File: src/rtl/bin2oct_digit_serializer_if.sv
// Word-in / octal-digit-out stream bundle for bin2oct_digit_serializer.
// master = the serializer, slave = the word source and digit sink.
interface bin2oct_digit_serializer_if #(
  parameter int WIDTH = 4
);
  localparam int NDIG = (WIDTH + 2) / 3;
  localparam int IW   = (NDIG > 1) ? $clog2(NDIG) : 1;

  logic             in_valid;
  logic             in_ready;
  logic [WIDTH-1:0] in_data;
  logic             dig_valid;
  logic             dig_ready;
  logic [2:0]       dig_data;
  logic [IW-1:0]    dig_index;
  logic             dig_last;
  logic             busy;

  modport master (
    input  in_valid, in_data, dig_ready,
    output in_ready, dig_valid, dig_data, dig_index, dig_last, busy
  );

  modport slave (
    output in_valid, in_data, dig_ready,
    input  in_ready, dig_valid, dig_data, dig_index, dig_last, busy
  );
endinterface

File: src/rtl/bin2oct_digit_serializer.sv
// Binary word to MS-first octal digit stream, back-to-back words without a bubble.
// Optional LEADING_ZERO_SUPPRESS_EN: start each word at its most significant nonzero digit.
//
//   state | meaning
//   IDLE  | no word held, in_ready=1
//   EMIT  | word held, top 3 bits of sr_q presented as the current digit
module bin2oct_digit_serializer #(
  parameter int WIDTH = 4
) (
  input  logic                          clk,
  input  logic                          nReset,
  bin2oct_digit_serializer_if.master    bus
);
  localparam int NDIG = (WIDTH + 2) / 3;
  localparam int IW   = (NDIG > 1) ? $clog2(NDIG) : 1;
  localparam int SRW  = NDIG * 3;

  typedef enum logic {IDLE, EMIT} state_t;

  state_t           state_q, state_d;
  logic [SRW-1:0]   sr_q, sr_d;
  logic [IW-1:0]    idx_q, idx_d;
  logic             last_q, last_d;

  logic [SRW-1:0]   ext;
  logic [SRW-1:0]   sr_load;
  logic [IW-1:0]    idx_load;
  logic             in_ready;
  logic             load;

  assign ext = SRW'(bus.in_data);

  always_comb begin
    sr_load  = ext;
    idx_load = IW'(NDIG - 1);
`ifdef LEADING_ZERO_SUPPRESS_EN
    idx_load = '0;
    for (int k = 0; k < NDIG; k++) begin
      if (ext[3*k +: 3] != 3'd0) idx_load = IW'(k);
    end
    // pre-shift so the first emitted digit sits in the top slot
    sr_load = ext << (3 * (NDIG - 1 - int'(idx_load)));
`endif
  end

  assign in_ready = (state_q == IDLE) | (last_q & bus.dig_ready);
  assign load     = bus.in_valid & in_ready;

  always_comb begin
    state_d = state_q;
    sr_d    = sr_q;
    idx_d   = idx_q;
    if (load) begin
      state_d = EMIT;
      sr_d    = sr_load;
      idx_d   = idx_load;
    end else if (state_q == EMIT && bus.dig_ready) begin
      if (idx_q != '0) begin
        sr_d  = sr_q << 3;
        idx_d = idx_q - IW'(1);
      end else begin
        state_d = IDLE;
      end
    end
    last_d = (state_d == EMIT) && (idx_d == '0);
  end

  always_ff @(posedge clk or negedge nReset) begin
    if (!nReset) begin
      state_q <= IDLE;
      sr_q    <= '0;
      idx_q   <= '0;
      last_q  <= 1'b0;
    end else begin
      state_q <= state_d;
      sr_q    <= sr_d;
      idx_q   <= idx_d;
      last_q  <= last_d;
    end
  end

  assign bus.in_ready  = in_ready;
  assign bus.dig_valid = (state_q == EMIT);
  assign bus.busy      = (state_q == EMIT);
  assign bus.dig_data  = sr_q[SRW-1 -: 3];
  assign bus.dig_index = idx_q;
  assign bus.dig_last  = last_q;
endmodule

File: src/flat_wrapper.sv
// flat-port wrapper written by rule: the top's interface ports become plain ports
module bin2oct_digit_serializer_flat 
#(
  parameter int WIDTH = 4
)
  (clk, nReset, bus_in_valid, bus_in_data, bus_dig_ready, bus_in_ready, bus_dig_valid, bus_dig_data, bus_dig_index, bus_dig_last, bus_busy);
  bin2oct_digit_serializer_if #(.WIDTH(WIDTH)) bus_i ();
  input  logic clk;
  input  logic nReset;
  input wire logic [$bits(bus_i.in_valid)-1:0] bus_in_valid;
  input wire logic [$bits(bus_i.in_data)-1:0] bus_in_data;
  input wire logic [$bits(bus_i.dig_ready)-1:0] bus_dig_ready;
  output wire logic [$bits(bus_i.in_ready)-1:0] bus_in_ready;
  output wire logic [$bits(bus_i.dig_valid)-1:0] bus_dig_valid;
  output wire logic [$bits(bus_i.dig_data)-1:0] bus_dig_data;
  output wire logic [$bits(bus_i.dig_index)-1:0] bus_dig_index;
  output wire logic [$bits(bus_i.dig_last)-1:0] bus_dig_last;
  output wire logic [$bits(bus_i.busy)-1:0] bus_busy;
  assign bus_i.in_valid = bus_in_valid;
  assign bus_i.in_data = bus_in_data;
  assign bus_i.dig_ready = bus_dig_ready;
  assign bus_in_ready = bus_i.in_ready;
  assign bus_dig_valid = bus_i.dig_valid;
  assign bus_dig_data = bus_i.dig_data;
  assign bus_dig_index = bus_i.dig_index;
  assign bus_dig_last = bus_i.dig_last;
  assign bus_busy = bus_i.busy;
  bin2oct_digit_serializer #(.WIDTH(WIDTH)) u_core (.clk(clk), .nReset(nReset), .bus(bus_i));
endmodule
File: config.mk
export PLATFORM = sky130hd
export DESIGN_NAME = bin2oct_digit_serializer_flat
export DESIGN_NICKNAME = d
export VERILOG_FILES = /design/src/rtl/bin2oct_digit_serializer_if.sv /design/src/rtl/bin2oct_digit_serializer.sv /design/src/flat_wrapper.sv
export SDC_FILE = /design/constraint.sdc
export NUM_CORES = 1
export LEC_CHECK = 0
export ABC_AREA = 1
export BUFFER_PORTS_ARGS = -buffer_cell sky130_fd_sc_hd__buf_2
export CAP_MARGIN = 10
export CORE_AREA = 3 3 40 42
export DETAILED_ROUTE_END_ITERATION = 7
export DIE_AREA = 0 0 43 45
export PLACE_DENSITY_LB_ADDON = 0.15
export SETUP_SLACK_MARGIN = 0.4
export SLEW_MARGIN = 20
export SYNTH_ARGS = -nofsm -noshare
export SYNTH_HDL_FRONTEND = slang
export SYNTH_SLANG_ARGS = --single-unit
File: constraint.sdc
create_clock -name clk -period 0.9 [get_ports clk]
set_input_delay 0.27 -clock clk [delete_from_list [all_inputs] [get_ports clk]]
set_output_delay 0.27 -clock clk [all_outputs]
set_load 0.03 [all_outputs]
* Word level (Yosys, flattened, before mapping)
Cells that the tools add are included.
Word-level totals: register bits 9, latch bits 0, memory bits (writable) 0, memory bits (read-only) 0, input port bits 8, memories kept 0
Operators by class: add/sub/neg operators 1, $mul 0, divide/modulo/power cells 0, $lt $le $gt $ge 0, equal/unequal tests 0, shifts and indexed selects 0, mux-type cells 9, bitwise operators 5, reductions and logical operators 5
Operators with widths (count):
- two-way mux 6 bit | 3
- two-way mux 1 bit | 6
- nonzero test 2 bit | 2
- bitwise AND 1 bit | 2
- logical AND 1 bit | 2
- inverter 1 bit | 2
- AND reduction 2 bit | 1
- OR 1 bit | 1
- subtractor 1 bit, second input constant | 1

* Depth between registers and ports, before layout
depth after elaboration 6, mapped depth 6

* Worst setup path after synthesis
No wires, ideal clock.
path type register to register, from reg u_core.state_q, in the netlist u_core.bus.busy, to reg u_core.sr_q[0], library setup time 117 ps, data arrival time 1127 ps, slack -344 ps, stages on the path, launching flop included 6, buffers on the path 0, period minus slack after synthesis 1244 ps, cell sequence dfrtp_1 > nand2_2 > nand2_4 > inv_1 > nand2_1 > nand2_1
Between the ends: cells in the longest elaborated chain, start to end 5, elaborated cells on any way between the ends 8
Ends and longest elaborated chain:
- from (decl) | line bin2oct_digit_serializer.sv:20 | state_t state_q, state_d;
- from (signal assigned) | line bin2oct_digit_serializer.sv:75 | state_q <= state_d;
- inverter 1 bit * | line bin2oct_digit_serializer.sv:46 | assign in_ready = (state_q == IDLE) | (last_q & bus.dig_ready);
- OR 1 bit * | line bin2oct_digit_serializer.sv:46
- net bus_in_ready | line flat_wrapper.sv:13 | output wire logic [$bits(bus_i.in_ready)-1:0] bus_in_ready;
- bitwise AND 1 bit * | line bin2oct_digit_serializer.sv:47 | assign load = bus.in_valid & in_ready;
- nonzero test 2 bit (no line)
- AND reduction 2 bit (no line)
- to (signal assigned) | line bin2oct_digit_serializer.sv:76 | sr_q <= sr_d;
- to (decl) | line bin2oct_digit_serializer.sv:21 | logic [SRW-1:0] sr_q, sr_d;
The timed path passes the listed nets; every way through them passes the cells marked *. A chain may end at the register's enable or synchronous reset.

* Final worst setup path
from reg u_core.last_q, in the netlist u_core.bus.dig_last, to out bus_in_ready
Between the ends: cells in the longest elaborated chain, start to end 2
Ends and longest elaborated chain:
- from (decl) | line bin2oct_digit_serializer.sv:23 | logic last_q, last_d;
- from (signal assigned) | line bin2oct_digit_serializer.sv:78 | last_q <= last_d;
- bitwise AND 1 bit | line bin2oct_digit_serializer.sv:46
- OR 1 bit | line bin2oct_digit_serializer.sv:46
- to (decl) | line flat_wrapper.sv:13
Every way passes these cells.

==> results.toml <==
[outcome]
status = "finished, violations left"
violations = "hold timing, setup timing"

[logic_synthesis]
synthArstFlopShare_pct = 100
synth_most_common_cell = "nand2_1"
synth_common_cells = "11 x nand2_1, 9 x dfrtp_1, 5 x nor2_1"
synth_cell_types = 15
synth_area_leader_cell = "dfrtp_1"
yosysTopAreaCellShare_pct = 53.3
syn_area_um2 = 423
ys_ff_latch = 9
synth_edf_count = 0
synth_top_flop_cell = "dfrtp_1"
seq_area_frac_synth_pct = 53.3
ys_warn_count = 0
synth_area_leaders = "dfrtp_1 53%, nand2_1 9.8%, buf_4 7.1%, nand3_1 4.7%, nor2_1 4.4%"
synth.avg_cell_area_um2 = 9.00
syn_nets = 55
synth_cells = 47

[global_route]
grt_pass1_wl_mm = 1.44
first_global_vias = 318
grt_max_degree = 10
track_usage_pct = 11.1
grt_antenna_before_repair = 0
overflow = 0

[drt]
via_per_inst = 4.49
dr.pass1.iters = 2
drt-wirelength-per-cell_um = 12.0
drt-met1-wl_um = 395
drt-initial-drc-count = 8
postRouteAntennaNets = 0
highest_layer = "met4"
num_vias = 382
wl_met3_um = 64
drc = 0
postRouteWirelength_mm = 1.02
wl_met2_um = 543

[timing]
rsz0062_at_grt = "yes"
worst_pin_slew_ps = 206
finClkSkew_ps = 0.542
setup_viol = 17
period_minus_slack_ps = 1180
drv_slew = 0
slew_headroom_pct = 86.3
worst_slack_ps = -283
finalHoldViolCount = 9
fin_crit_sh_pct = 131
hold_slack_ps = -147
max_freq_mhz = 846

[clocking]
cts.clk_slew.worst_paths_ps = 60
cts_tree = "done"
clkLatencyLatePin_ps = 260
cts_buffers = 3
clock-sinks = 9
cts.htree.levels = 1
clock_path_buffers = 2
cts-root-buf = "clkbuf_4"

[critical_path]
cp_num_buf_inv = 1
cp_slowest_stage_delay_ps = 400
crit_start = "u_core.bus.dig_last$_DFF_PN0_"
start_kind = "flip-flop"
r2r-start = "u_core.bus.dig_last$_DFF_PN0_"
path_cells = "nand2_2 > nand2_4 > buf_6"
critical_path.endpoint = "bus_in_ready"
worstPathMaxFanout = 2
cp.required_ps = 630
cp.arrival_ps = 910
r2r_end = "u_core.sr_q[3]$_DFFE_PN0P_"
r2r_setup_slack_ps = -220
critPathSlowestCell = "dfrtp_2"
worstSetupPathDepth = 3
crit_family = "flip-flops"
r2r_cells = 8
cp-end-kind = "output pin"
path_class = "flip-flop to output pin"

[placement]
port_buffers = 15
place_area_um2 = 513
dp_hpwl_um = 608
gp_congestion = 0.715
pre_cts_slack_ps = -97.9

[floorplanning]
start_util_pct = 32.9
rows = 13
dieArea_um2 = 1940
placeableCoreArea_um2 = 1280
num_io_pins = 16
fp.dieW_um = 43
die_h_um = 45

[power]
power_w = 0.00268
ir_worst_vdd_v = 0.00186
p_leak_nw = 0.343
power.density_nw_per_um2 = 4000

[flow_run]
maxCapViolCount = 0

[layout]
syn_to_final_growth_pct = 58.3
fin_nets = 79
drive_above_1_share_pct = 62.9
design_area_um2 = 669
fillers = 118
num_antenna_cells = 0

[hold_path]
hold_class = "input port to asynchronous set/reset pin"
-- placed cells by master (no fill, tap or decap), types with 2 or more instances in the layout --
cell type and instances:
nand2_4 3, nand3_1 4, nor2_2 3, nor2_1 2, inv_4 2, dfrtp_2 3
clkbuf_4 3, buf_4 5, nand2_1 8, nand2_2 3, buf_6 7, dfrtp_1 6
o21ai_0 2, buf_2 10
-- layer usage --
metal | vias up | global-route usage (%)
met1 | 171 | 11.3
met3 | 2 | 4.78
li1 | 192 | -
met5 | - | 0
met4 | 0 | 5.42
met2 | 17 | 19.5
-- cells by family after synthesis --
logic type | after synthesis | synth area share [%]
buffers and inverters | 8 | 10.7
DFF | 9 | 53.3
and+or+nand+nor | 26 | 30.5
AOI/OAI and AO/OA | 4 | 5.62
-- report_power, final --
part / internal, W / switching (W)
sequential: 0.000599 / 0.000148
clock: 0.000170 / 0.000135
combinational: 0.000710 / 0.000914
total: 0.00148 / 0.00120
-- state kept, by name, indices dropped and copies added (netlist names) --
register,cells
u_core.bus.dig_index,1
u_core.bus.busy,1
u_core.sr_q,6
u_core.bus.dig_last,1
-- per-stage QoR --
stage	cells	hold WS, ps	utilization [%]	setup TNS (ps)
after CTS	83	-153	48.1	-3060
after global routing	85	-149	52.1	-4080
after floorplan	47	-25.6	-	-1150
final	85	-147	52.1	-3360
after global placement	75	130	39.9	-672
after detailed placement	75	130	39.9	-723
-- worst min-delay path by stage --
| stage | start | to | slack (ps) | depth (start not counted) |
|---|---|---|---|---|
| floorplan | nReset | u_core.bus.busy$_DFF_PN0_ | -30 | 0 |
| finish | nReset | u_core.sr_q[2]$_DFFE_PN0P_ | -150 | 1 |
| detailed placement | nReset | u_core.sr_q[2]$_DFFE_PN0P_ | 130 | 1 |
| global route | nReset | u_core.sr_q[5]$_DFFE_PN0P_ | -150 | 1 |
| global placement | nReset | u_core.sr_q[2]$_DFFE_PN0P_ | 130 | 1 |
| CTS | nReset | u_core.sr_q[2]$_DFFE_PN0P_ | -150 | 1 |
-- what timing repair did --
action / CTS / global route
buffers inserted: 3 / 2
setup endpoints to repair: 17 / 17
pin swaps: 1 / 2
resized for setup: 12 / 12
gates cloned: 1 / 0
endpoints found under the hold margin: 9 / 9
-- layout make-up --
type | count | area [um2] | share of cell area [%]
multi-input combinational | 31 | 209 | 31.2
sequential | 9 | 229 | 34.2
inverter | 4 | 20.0 | 2.99
tap | 15 | 18.8 | 2.80
clock buffer | 4 | 26.3 | 3.93
timing repair buffer | 22 | 166 | 24.9
-- worst register-to-register path: cells and delay by family (launching register included) --
kind          cells  cell delay, ps
flops             1             400
buf+inv           2             260
simple gates      6             350
(Power assumes the default switching activity.)
